File: src/rtl/fader_envelope.sv
// fader_envelope: saturating linear fade-envelope generator and gain stage.
// Ramps a gain (out-hold-in, out-and-park, in-only) once per accepted sample
// and scales the signed sample stream by it; bypasses samples when idle.
// Ports:
//   clk, reset (sync, active-high)
//   start, abort          fade control pulses
//   mode, rate, hold_len  fade shape, latched when a fade starts
//   sample_valid, sample_in      input stream
//   sample_out, out_valid        scaled stream, one cycle latency
//   gain, busy, done             envelope status
// Build option FADER_ENVELOPE_STEREO_EN adds sample_in_r / sample_out_r,
// a right channel sharing gain, strobes and latency with the left channel.
module fader_envelope #(
    parameter int SAMPLE_W = 16,
    parameter int GAIN_W   = 16,
    parameter int HOLD_W   = 22
) (
    input  logic                clk,
    input  logic                reset,
    input  logic                start,
    input  logic                abort,
    input  logic [1:0]          mode,
    input  logic [GAIN_W-1:0]   rate,
    input  logic [HOLD_W-1:0]   hold_len,
    input  logic                sample_valid,
    input  logic [SAMPLE_W-1:0] sample_in,
`ifdef FADER_ENVELOPE_STEREO_EN
    input  logic [SAMPLE_W-1:0] sample_in_r,
    output logic [SAMPLE_W-1:0] sample_out_r,
`endif
    output logic [SAMPLE_W-1:0] sample_out,
    output logic                out_valid,
    output logic [GAIN_W-1:0]   gain,
    output logic                busy,
    output logic                done
);

    localparam int PW = SAMPLE_W + GAIN_W;
    localparam logic [GAIN_W-1:0] G_MAX = '1;

    typedef enum logic [2:0] {IDLE, DOWN, HOLD, MUTED, UP} state_t;

    state_t            state, state_n;
    logic [GAIN_W-1:0] gain_q, gain_n;
    logic [GAIN_W-1:0] rate_q, rate_n;
    logic [HOLD_W-1:0] hold_q, hold_n;
    logic [HOLD_W-1:0] hold_cnt, hold_cnt_n;
    logic              park_q, park_n;
    logic              done_n;

    // One extra bit exposes borrow / carry so the ramp clamps, never wraps.
    logic [GAIN_W:0]   diff, sum;
    logic [GAIN_W-1:0] gain_dn, gain_up;

    assign diff    = {1'b0, gain_q} - {1'b0, rate_q};
    assign sum     = {1'b0, gain_q} + {1'b0, rate_q};
    assign gain_dn = diff[GAIN_W] ? '0 : diff[GAIN_W-1:0];
    assign gain_up = sum[GAIN_W] ? G_MAX : sum[GAIN_W-1:0];

    always_comb begin
        state_n    = state;
        gain_n     = gain_q;
        rate_n     = rate_q;
        hold_n     = hold_q;
        hold_cnt_n = hold_cnt;
        park_n     = park_q;
        done_n     = 1'b0;
        if (abort) begin
            state_n = IDLE;
            gain_n  = G_MAX;
        end else begin
            unique case (state)
                IDLE: begin
                    if (start) begin
                        rate_n = (rate == '0) ? GAIN_W'(1) : rate;
                        hold_n = hold_len;
                        park_n = (mode == 2'b01);
                        if (mode == 2'b10) begin
                            state_n = UP;
                            gain_n  = '0;
                        end else begin
                            state_n = DOWN;
                        end
                    end
                end
                DOWN: begin
                    if (sample_valid) begin
                        gain_n = gain_dn;
                        if (gain_dn == '0) begin
                            if (park_q) begin
                                state_n = MUTED;
                            end else if (hold_q == '0) begin
                                state_n = UP;
                            end else begin
                                state_n    = HOLD;
                                hold_cnt_n = hold_q;
                            end
                        end
                    end
                end
                HOLD: begin
                    if (sample_valid) begin
                        hold_cnt_n = hold_cnt - HOLD_W'(1);
                        if (hold_cnt == HOLD_W'(1)) begin
                            state_n = UP;
                        end
                    end
                end
                MUTED: begin
                    if (start) begin
                        state_n = UP;
                    end
                end
                UP: begin
                    if (sample_valid) begin
                        gain_n = gain_up;
                        if (gain_up == G_MAX) begin
                            state_n = IDLE;
                            done_n  = 1'b1;
                        end
                    end
                end
                default: state_n = IDLE;
            endcase
        end
    end

    always_ff @(posedge clk) begin
        if (reset) begin
            state    <= IDLE;
            gain_q   <= G_MAX;
            rate_q   <= GAIN_W'(1);
            hold_q   <= '0;
            hold_cnt <= '0;
            park_q   <= 1'b0;
            done     <= 1'b0;
        end else begin
            state    <= state_n;
            gain_q   <= gain_n;
            rate_q   <= rate_n;
            hold_q   <= hold_n;
            hold_cnt <= hold_cnt_n;
            park_q   <= park_n;
            done     <= done_n;
        end
    end

    // Sign-extended sample times zero-extended gain; the shift floors.
    logic signed [PW-1:0]       prod_l;
    logic        [SAMPLE_W-1:0] scaled_l;

    assign prod_l   = $signed({{GAIN_W{sample_in[SAMPLE_W-1]}}, sample_in})
                    * $signed({{SAMPLE_W{1'b0}}, gain_q});
    assign scaled_l = SAMPLE_W'(prod_l >>> GAIN_W);

`ifdef FADER_ENVELOPE_STEREO_EN
    logic signed [PW-1:0]       prod_r;
    logic        [SAMPLE_W-1:0] scaled_r;

    assign prod_r   = $signed({{GAIN_W{sample_in_r[SAMPLE_W-1]}}, sample_in_r})
                    * $signed({{SAMPLE_W{1'b0}}, gain_q});
    assign scaled_r = SAMPLE_W'(prod_r >>> GAIN_W);

    always_ff @(posedge clk) begin
        if (reset) begin
            sample_out_r <= '0;
        end else if (sample_valid) begin
            sample_out_r <= (state == IDLE) ? sample_in_r : scaled_r;
        end
    end
`endif

    always_ff @(posedge clk) begin
        if (reset) begin
            sample_out <= '0;
            out_valid  <= 1'b0;
        end else begin
            out_valid <= sample_valid;
            if (sample_valid) begin
                sample_out <= (state == IDLE) ? sample_in : scaled_l;
            end
        end
    end

    assign gain = gain_q;
    assign busy = (state != IDLE);

endmodule

File: config.mk
export PLATFORM = sky130hd
export DESIGN_NAME = fader_envelope
export DESIGN_NICKNAME = d
export VERILOG_FILES = /design/src/rtl/fader_envelope.sv
export SDC_FILE = /design/constraint.sdc
export NUM_CORES = 1
export LEC_CHECK = 0
export CAP_MARGIN = 0
export CELL_PAD_IN_SITES_DETAIL_PLACEMENT = 1
export CELL_PAD_IN_SITES_GLOBAL_PLACEMENT = 2
export CORE_ASPECT_RATIO = 2
export CORE_MARGIN = 2
export CORE_UTILIZATION = 37
export DETAILED_ROUTE_END_ITERATION = 6
export PLACE_DENSITY = 0.91
export SKIP_LAST_GASP = 1
export SYNTH_ARGS = -nofsm -noshare
export SYNTH_HDL_FRONTEND = slang
export SYNTH_SLANG_ARGS = --single-unit
File: constraint.sdc
create_clock -name clk -period 7.6 [get_ports clk]
set_clock_uncertainty 0.1 [all_clocks]
set_input_delay 0.76 -clock clk [delete_from_list [all_inputs] [get_ports clk]]
set_output_delay 0.76 -clock clk [all_outputs]
set_load 0.02 [all_outputs]
# Yosys cells after proc, flatten, opt, wreduce, memory -nomap -nowiden
# Cells that the tools add are included.
dict set report word_totals {
  in_bits 61
  ff_bits 98
}
dict set report classes {
  bitwise_logic 3
  reduce_logical 13
  mul 1
  add_sub_neg 3
  eq_ne 19
  mux 28
}
# cell count
set ops {}
lappend ops {{$mux W16} 8}
lappend ops {{$mux W22} 5}
lappend ops {{$pmux W16 S3} 1}
lappend ops {{$pmux W22 S2} 1}
lappend ops {{$mux W3} 11}
lappend ops {{$logic_not A16 Y1} 2}
lappend ops {{$mul A16 B17 Y32} 1}
lappend ops {{$eq A22 B1 Y1 const B} 1}
lappend ops {{$logic_not A22 Y1} 1}
lappend ops {{$ne A2 B2 Y1 const B} 11}
lappend ops {{$sub A22 B1 Y22 const B} 1}
lappend ops {{$add A16 B16 Y17} 1}
lappend ops {{$sub A16 B16 Y17} 1}
lappend ops {{$eq A16 B16 Y1 const B} 1}
lappend ops {{$pmux W3 S5} 1}
lappend ops {{$reduce_and A8 Y1} 1}
lappend ops {{$reduce_and A7 Y1} 1}
lappend ops {{$eq A3 B2 Y1 const B} 2}
lappend ops {{$reduce_bool A3 Y1} 2}
lappend ops {{$reduce_and A5 Y1} 1}
lappend ops {{$reduce_or A4 Y1} 1}
lappend ops {{$eq A3 B1 Y1 const B} 1}
lappend ops {{$eq A3 B3 Y1 const B} 1}
lappend ops {{$logic_not A3 Y1} 1}
lappend ops {{7 further kinds} 9}

# Logic depth before layout (Yosys ltp)
dict set report depth {
  word_depth 6
  depth_mapped 25
  mapped_depth_nobuf 23
}

# Least setup slack after synthesis
# No wires, ideal clock.
dict set report synth_timing {
  path_kind {input to register}
  startpoint {in sample_in[7]}
  endpoint {reg sample_out[15]}
  path_stages 22
  arrival_ns 6.635
  path_buffers 2
  path_slack_ns 0.795
  setup_time_ns 0.070
  path_cell_list {clkbuf_1 clkbuf_1 nand2_1 fa_1 inv_1 fa_1 fa_1 fa_1 fa_1 inv_1 fa_1 inv_1 ha_1 and4_1 nand3_1 or2_2 o21a_1 o21ai_0 a41o_1 nor2_1 or4_1 a21oi_1}
}
dict set report synth_between {
  elab_chain_len 2
}
# element line_no
set synth_lines {}
lappend synth_lines {{start, declared} 26} ;# input logic [SAMPLE_W-1:0] sample_in,
lappend synth_lines {{$mul A16 B17 Y32} 153} ;# * $signed({{SAMPLE_W{1'b0}}, gain_q});
lappend synth_lines {{$mux W16} 180} ;# sample_out <= (state == IDLE) ? sample_in : scaled_l;
lappend synth_lines {{end signal, assigned} 180}
lappend synth_lines {{end, declared} 31} ;# output logic [SAMPLE_W-1:0] sample_out,
# No other way between the ends.
# A chain may end at the register's enable or synchronous reset.

# Worst setup path after layout
dict set report layout_timing {
  startpoint {in sample_in[4]}
  endpoint {reg sample_out[15]}
}
# The elaborated chain is that of the path after synthesis.

==> impl_metrics.env <==
export IMPL_status="completed"
export IMPL_avgSynthCellArea_um2=8.01
export IMPL_drcViolationCount=0
export IMPL_drive_gt1_share_pct=4.91
export IMPL_cp_start_kind="input pin"
export IMPL_worst_hold_path_type="register to register"
export IMPL_rsz0062_at_grt="no"
export IMPL_port_buffers=95
export IMPL_detail_route_wl_per_cell_um=20.5
export IMPL_synth_area_um2=14700
export IMPL_irDropWorstVdd_uv=563
export IMPL_stdcell_area_um2=16700
export IMPL_synthCells=1838
export IMPL_grt_overflow_total=0
export IMPL_clk_latency_ns=0.37
export IMPL_die_h_um=286
export IMPL_yosysTopAreaCellShare_pct=26.5
export IMPL_grt_usage_pct=24.5
export IMPL_cts_tree="yes"
export IMPL_worst_path_max_delay_cell="fa_1"
export IMPL_dr_first_iter_drc_count=416
export IMPL_setup_viol=0
export IMPL_max_slew_margin_rel_pct=23.0
export IMPL_synthTopCellsByCount="nand2_1 (284), inv_1 (281), fa_1 (195)"
export IMPL_path_class="input pin to register"
export IMPL_maxSlewViolCount=0
export IMPL_fmax_ghz=0.137
export IMPL_coreArea_um2=39300
export IMPL_yosys_warnings=0
export IMPL_hpwl_um=41300
export IMPL_finalHoldViolations=0
export IMPL_cp_top_family="adder cells"
export IMPL_seq_area_um2=1960
export IMPL_num_vias=13300
export IMPL_ctsRootBufferMaster="clkbuf_16"
export IMPL_path_cells="clkdlybuf4s50_1 -> buf_12 -> and2_1 -> fa_1 -> inv_1 -> fa_1 -> fa_1 -> inv_1 -> fa_1 -> fa_1 -> inv_1 -> fa_1 -> inv_1 -> ha_1 -> a211oi_1 -> o211ai_1 -> a41oi_1 -> o21a_1 -> o21ai_0 -> a41o_1 -> nor4bb_1 -> or4_1 -> a21oi_1"
export IMPL_grt_max_degree=69
export IMPL_syn_nets=2242
export IMPL_required_ns=7.78
export IMPL_cts_sinks=98
export IMPL_crit_buf_inv=6
export IMPL_max_cap_violations=0
export IMPL_p_per_area_nw_per_um2=522
export IMPL_synthArstFlopShare_pct=0
export IMPL_place_inst=2424
export IMPL_cp_arrival_ns=7.48
export IMPL_dr_pass1_iters=4
export IMPL_synthDistinctLibCells=76
export IMPL_synth_area_leader_cell="fa_1"
export IMPL_synth_ff_type="dfxtp_1"
export IMPL_drtAntennaViolNets=0
export IMPL_ys_seq_area_share_pct=13.3
export IMPL_num_nets_final=2314
export IMPL_route_detailed_vias_per_inst=5.43
export IMPL_cts_setup_buffers=0
export IMPL_die_area_um2=41500
export IMPL_antenna_found_initial=0
export IMPL_critPathMaxFanout=17
export IMPL_synth_most_common_cell="nand2_1"
export IMPL_place_area_um2=16400
export IMPL_post_route_period_util_pct=96.0
export IMPL_rows=103
export IMPL_area_delta_synth_final_pct=13.8
export IMPL_grt_pass1_wl_um=80200
export IMPL_max_slew_worst_pin_slew_ns=1.15
export IMPL_ys_ff_latch=98
export IMPL_cp_common_cell="fa_1"
export IMPL_numCtsBuffers=9
export IMPL_fin_crit_ns=7.29
export IMPL_grt_pass1_vias=15400
export IMPL_die_width_um=145
export IMPL_cts_clk_slew_worst_paths_ns=0.08
export IMPL_max_stage_delay_ns=0.55
export IMPL_top_level_ports=96
export IMPL_multi_input_area_um2=11300
export IMPL_clk_path_buf_depth=2
export IMPL_final_cells=2440
export IMPL_cp_end_kind="register"
export IMPL_place_congestion=0.902
export IMPL_synthTopCellsByArea="fa_1 (27%), dfxtp_1 (13%), ha_1 (13%)"
export IMPL_initial_core_util_pct=37.4
export IMPL_drt_total_wl_um=50100
export IMPL_fill_cells=4790
export IMPL_htree_levels=3
export IMPL_synth_edf_count=0
export IMPL_diodes=0
export IMPL_p_leak_nw=7.65
[cell usage in the layout, fill, tap and decap left out, drive strengths merged, types with 7 or more instances in the layout]
master	n
dfxtp	98
nor3	28
or4	7
clkdlybuf4s50	94
and2	118
a21oi	122
fa	195
nand2	284
nor4	16
a221oi	7
nand2b	11
ha	148
a211oi	17
and3	9
o31ai	7
o211ai	13
o21bai	10
a21o	10
nor2	90
buf	62
nor2b	13
inv	285
o21ai	89
nand4	10
clkbuf	9
or3	7
nand3	24
xnor2	26
xor2	10
[through the flow]
| stage | total power, mW | hold WS (ns) | util (%) | TNS, ns | setup WS [ns] |
|---|---|---|---|---|---|
| global placement | 7.94 | 0.358 | 41.8 | 0 | 0.0700 |
| CTS | 8.81 | 0.377 | 42.6 | 0 | 0.253 |
| floorplan | 5.80 | 0.341 | - | 0 | 0.795 |
| detailed placement | 8.24 | 0.365 | 41.8 | -0.0221 | -0.0221 |
| global route | 9.76 | 0.400 | 42.6 | 0 | 0.0147 |
| finish | 8.75 | 0.375 | 42.6 | 0 | 0.305 |
[layout make-up]
class                   instances  area share [%]
well taps                     525            3.92
clock inverters                 7           0.426
clock buffers                   9            1.35
multi-input cells            1361            67.5
repair buffers                156            8.68
inverters                     284            6.37
flip-flops and latches         98            11.7
[tightest hold or removal path: stages, from the launching register on]
cell and delay [ns]:
dfxtp_1 0.33, nand2_1 0.05, a21oi_1 0.05
[logic make-up (layout without fill, tap and decap cells)]
| logic type | count (synthesis) | count (layout) | synth area share (%) |
|---|---|---|---|
| and+or+nand+nor | 639 | 639 | 20.7 |
| xor gates and xnor gates | 36 | 36 | 2.19 |
| buffers and inverters | 379 | 456 | 9.90 |
| adders and majority gates | 343 | 343 | 39.1 |
| AOI/OAI and AO/OA | 341 | 341 | 14.6 |
| DFF | 98 | 98 | 13.3 |
| muxes | 2 | 2 | 0.136 |
[final timing paths]
check / start / slack (ns) / cells past startpoint / endpoint
min: hold_q[6] / 0.37 / 2 / hold_q[6]
max reg2reg: gain[8] / 0.35 / 20 / sample_out[15]
min reg2reg: hold_q[6] / 0.37 / 2 / hold_q[6]
max: sample_in[4] / 0.31 / 23 / sample_out[15]
[state kept, by name, summed over array words and instances, names as in the netlist]
name	count
sample_out	16
hold_q	22
rate_q	16
out_valid	1
hold_cnt	22
state	3
gain	16
done	1
park_q	1
[power breakdown]
part           switching, mW  total [mW]  leakage (nW)  internal [mW]
registers             0.0524       0.606         0.800          0.554
logic                   4.31        7.66          6.71           3.35
clock network          0.245       0.477         0.139          0.232
total                   4.61        8.75          7.65           4.14
[repair_timing]
action                                  4_1_cts  5_1_grt
endpoints found under the setup margin        0        1
resized for setup                             0        1
hold buffers                                  0        0
[metal layers]
layer	routed length (um)	track usage, %
met4	2790	12.6
met5	0	0
met3	1580	3.05
met1	16800	22.7
met2	28900	50.9
Note: power is estimated with default switching activity, not from simulation.
==> variant 1: new RTL, same flow settings <==
The output `done` loses its register stage (`done` becomes a continuous assignment).
--- a/src/rtl/fader_envelope.sv
+++ b/src/rtl/fader_envelope.sv
@@ -135,3 +135,2 @@
             park_q   <= 1'b0;
-            done     <= 1'b0;
         end else begin
@@ -143,5 +142,6 @@
             park_q   <= park_n;
-            done     <= done_n;
         end
     end
+
+    assign done = done_n;
 
Formal check against the unedited RTL: not equivalent (Yosys sat finds a counterexample within 4 cycles, from zero or initial values and one cycle with reset high).
==> variant 1 against the original RTL <==
Register-to-register slack better by 300 ps. Area after synthesis is 0.28% higher. Critical path depth shrank 1. Final area rose by 0.37%. Sequential cell count fell by 1. Setup slack worse by 2.7 ps. Global-route usage up 1.0 points. Maximum frequency is essentially flat. Worst hold slack worse by 3.2 ps. Final cell count shrank 0.53%. Wire length grew 3.8%. Critical path type unchanged.
Power is not shown: default switching activity piles up to over one toggle a cycle in this logic, so the estimate is an artifact.
==> variant 1: results (changes against the original RTL) <==
DR vias/cell=5.51 (+1.4%); Nets=2301 (-0.56%); GR Util met2=52.3% (+1.4 points); initial DRC count=478 (+15%); Num CTS Buffers=9 (unchanged); GPL Wtd Cong=0.884 (-2.0%); worst r2r path cells=21 (+5.0%); WHS Endpoint=hold_q[18]$_SDFFE_PP0P_; Synth area leaders=fa_1 (26%), dfxtp_1 (13%), ha_1 (13%); # fillers=4829 (+0.81%); DP Worst Slack=-148 ps (-126 ps); Commonest cells post-synth=inv_1 (282), nand2_1 (271), fa_1 (195); vias in the first global route=15400 (-0.065%); fmax=137 MHz (about the same); Critical R2R Capture=sample_out[14]$_SDFFE_PP0P_; post-synthesis cell type count=74 (-2.6%); Via Count=13400 (+0.88%); first-pass GRT wire length=82300 um (+2.6%); syn nets=2227 (-0.67%); detailed placement HPWL=42700 um (+3.3%); WL per Instance=21.4 um (+4.3%); Worst-Margin Slew=1130 ps (-19.3 ps); register area share after synthesis=13.2% (-0.17 points); R2R setup slack=650 ps (+300 ps); Worst R2R Start=gain[7]$_SDFFE_PP1P_; result of the run=finished, final reports clean; ratio of cells with drive above 1 in the final layout=5.63% (+0.72 points); gr usage total=25.5% (+1.0 points); CP Max Fanout=14 (-3); hold crit path type=register to register; met1 usage=22.9% (+0.18 points); worst hold start=hold_q[18]$_SDFFE_PP0P_; largest net degree at the start of global routing=46 (-33%); M3 GR Usage=2.78% (-0.26 points); DP Cell Count=2411 (-0.54%); syn_area_per_cell=8.10 sq um (+1.1%); DR pass1 iterations=4 (unchanged); worst hold stages=2 (unchanged)
variant 1: cell count changes after synthesis, moves of 8 or more:
cell / delta
a31oi_1: +14
o21ai_0: -52
nand2_1: -13
nor3_1: +9
nor2_1: +17
a21oi_1: -10
o221a_2: +8
o311ai_0: +12
variant 1: area by class of cell:
type                            instances  area, sq um  share of cell area (%)
Clock buffer                           10          239                    1.42
Timing Repair Buffer                  157         1460                    8.67
Multi-Input combinational cell       1348        11400                    67.8
Inverter                              284         1070                    6.34
Tap cell                              525          657                    3.91
Clock inverter                          6         48.8                   0.290
Sequential cell                        97         1940                    11.6
variant 1: what timing repair did:
item	in CTS	in global routing
hold buffers	0	0
endpoints found under the setup margin	0	3
gates resized for setup	0	2
variant 1: worst max-delay path: stages:
cell             delay (ps)
clkdlybuf4s50_1         700
and2_1                  320
fa_1                    500
inv_1                    60
fa_1                    570
inv_1                    80
fa_1                    500
fa_1                    460
fa_1                    520
inv_1                    60
fa_1                    480
inv_1                    40
ha_1                    350
nand4_1                 110
a211oi_1                220
o211ai_1                200
a31oi_1                 410
o221ai_1                220
o21ai_1                 290
a211oi_1                130
a31o_2                  230
a311oi_1                250
variant 1: worst max-delay path by stage:
stage / depth (start not counted) / slack [ps] / end / start
global route: 22 / -10 / sample_out[13]$_SDFFE_PP0P_ / sample_in[6]
global placement: 22 / 40 / sample_out[14]$_SDFFE_PP0P_ / sample_in[6]
finish: 22 / 300 / sample_out[14]$_SDFFE_PP0P_ / sample_in[6]
floorplan: 24 / 800 / sample_out[14]$_SDFFE_PP0P_ / sample_in[7]
CTS: 22 / 230 / sample_out[14]$_SDFFE_PP0P_ / sample_in[6]
detailed placement: 22 / -150 / sample_out[14]$_SDFFE_PP0P_ / sample_in[6]
variant 1: per-stage QoR:
stage	hold slack [ps]	cell area, sq um
after floorplan	344	14800
after global placement	361	16500
after detailed placement	364	16500
after CTS	374	16800
after global routing	402	16800
final	372	16800
variant 1: cells by family after synthesis:
group | synth area share, %
adders and majority gates | 39.0
buffers and inverters | 9.74
xor gates and xnor gates | 2.49
and+or+nand+nor | 20.4
AOI/OAI and AO/OA | 15.0
DFF | 13.2
muxes | 0.203
variant 1: routing by layer:
layer	part of all wire, %	up-vias
met5	0	-
met4	7.3	0
met3	2.7	162
met2	58	308
met1	32	6803
li1	-	6099
==> variant 2: new RTL, same settings <==
Without the edit above. The parameter `SAMPLE_W` goes from 16 to 20.
--- a/src/rtl/fader_envelope.sv
+++ b/src/rtl/fader_envelope.sv
@@ -13,3 +13,3 @@
 module fader_envelope #(
-    parameter int SAMPLE_W = 16,
+    parameter int SAMPLE_W = 20,
     parameter int GAIN_W   = 16,
Ports: changed (resized sample_in and sample_out); port bits go from 96 to 104. No check against the original RTL was run, so the function may have changed too.
==> variant 2 against the original RTL <==
Critical path depth is 3 higher. Critical endpoint is now sample_out[13]$_SDFFE_PP0P_. Final area is 23% higher. Setup slack worse by 100 ps. Sequential cell count is 4 higher. Count of clock-buffer cells in the layout stayed put. Wire length is 26% higher. Worst hold slack worse by 2.2 ps. Global-route usage is 1.2 points higher. Area after synthesis is 23% higher. Critical path type unchanged.
Power is left out: the tool's default activity adds up to more than one toggle a clock period on the data nets, which glitch-free logic cannot reach.
==> variant 2: results (changes against the original RTL) <==
initial DRC count=458 (+10%); Largest regs=hold_cnt: 22 flops, hold_q: 22 flops, sample_out: 20 flops; H-tree levels=3 (unchanged); clock tree buffer depth=2 (unchanged); detailed placement HPWL=53900 um (+31%); Synth area leaders=fa_1 (35%), dfxtp_1 (11%), inv_1 (8.6%); DR vias/cell=5.37 (-1.1%); ratio of cells with drive above 1 in the final layout=5.63% (+0.72 points); Via Count=15800 (+19%); Skew-Pair Late Insertion Delay=390 ps (+20 ps); WL per Instance=21.3 um (+3.9%); ys flop type=dfxtp_1; post-synthesis cell type count=77 (+1.3%); Num CTS Buffers=9 (unchanged); Commonest cells post-synth=inv_1 (417), nand2_1 (351), fa_1 (316); result of the run=finished, final reports clean; first-pass GRT wire length=100000 um (+25%); largest net degree at the start of global routing=49 (-29%); register area share after synthesis=11.3% (-2.1 points); buffers added on ports=103 (+8.4%); Worst-Margin Slew=1070 ps (-82.8 ps); Area after DPL=20200 sq um (+23%); syn nets=2714 (+21%); Arr. time, crit path=7580 ps (+100 ps); syn_area_per_cell=8.20 sq um (+2.4%); DP Cell Count=2931 (+21%); worst r2r path cells=24 (+20%); gr usage total=25.7% (+1.2 points); GPL Wtd Cong=0.903 (about the same); Nets=2807 (+21%); CP Max Fanout=7 (-10)
## variant 2: final cells by class
cell class | count | area, sq um
Clock buffer | 9 | 225
Clock inverter | 7 | 95.1
Fill cell | 5812 | 27800
Inverter | 419 | 1570
Multi-Input combinational cell | 1575 | 14100
Sequential cell | 102 | 2040
Tap cell | 638 | 798
Timing Repair Buffer | 197 | 1750
## variant 2: worst max-delay path, stage by stage
cell	delay, ps
clkdlybuf4s50_1	440
buf_12	170
and2_1	170
fa_1	540
inv_1	50
fa_1	460
fa_1	510
inv_1	50
fa_1	520
fa_1	560
inv_1	80
fa_1	550
inv_1	60
ha_1	320
and3_1	180
o31a_1	300
buf_4	150
nor3_2	220
o211ai_1	240
buf_4	220
a31oi_1	230
buf_4	180
o21bai_1	70
xor2_1	160
nand2_1	70
a311oi_1	310
## variant 2: per-layer routing
layer | wire, um | track usage (%) | up-vias
met2 | 36200 | 52.3 | 387
met1 | 19400 | 22.0 | 8061
met5 | 0 | 0 | -
met4 | 5870 | 21.0 | 0
li1 | - | - | 7142
met3 | 1380 | 2.49 | 248
## variant 2: stage by stage
stage | worst slack (ps) | hold WS (ps)
final | 204 | 373
after global routing | 35.6 | 409
after CTS | 69.5 | 375
after detailed placement | -382 | 365
after global placement | -246 | 356
after floorplan | 559 | 344
## variant 2: worst paths after layout
| check | from | to | slack (ps) |
|---|---|---|---|
| max | sample_in[12] | sample_out[13]$_SDFFE_PP0P_ | 200 |
| min | hold_cnt[1]$_SDFFE_PP0P_ | hold_cnt[1]$_SDFFE_PP0P_ | 370 |
| max reg2reg | gain[6]$_SDFFE_PP1P_ | sample_out[13]$_SDFFE_PP0P_ | 570 |
| min reg2reg | hold_cnt[1]$_SDFFE_PP0P_ | hold_cnt[1]$_SDFFE_PP0P_ | 370 |
## variant 2: what timing repair did
action | in CTS | in global routing
setup endpoints to repair | 1 | 5
gates resized for setup | 1 | 4
cloned | 0 | 0
setup buffers | 0 | 0
## variant 2: kinds of logic (layout without fill, tap and decap cells)
logic type / after synthesis / count (layout) / share of synthesized area (%)
mux: 8 / 8 / 0.442
fa+ha+maj: 438 / 438 / 43.3
compound gates: 347 / 347 / 12.5
flops: 102 / 102 / 11.3
buf+inv: 534 / 632 / 11.3
simple gates: 744 / 744 / 19.3
xor+xnor: 38 / 38 / 1.84
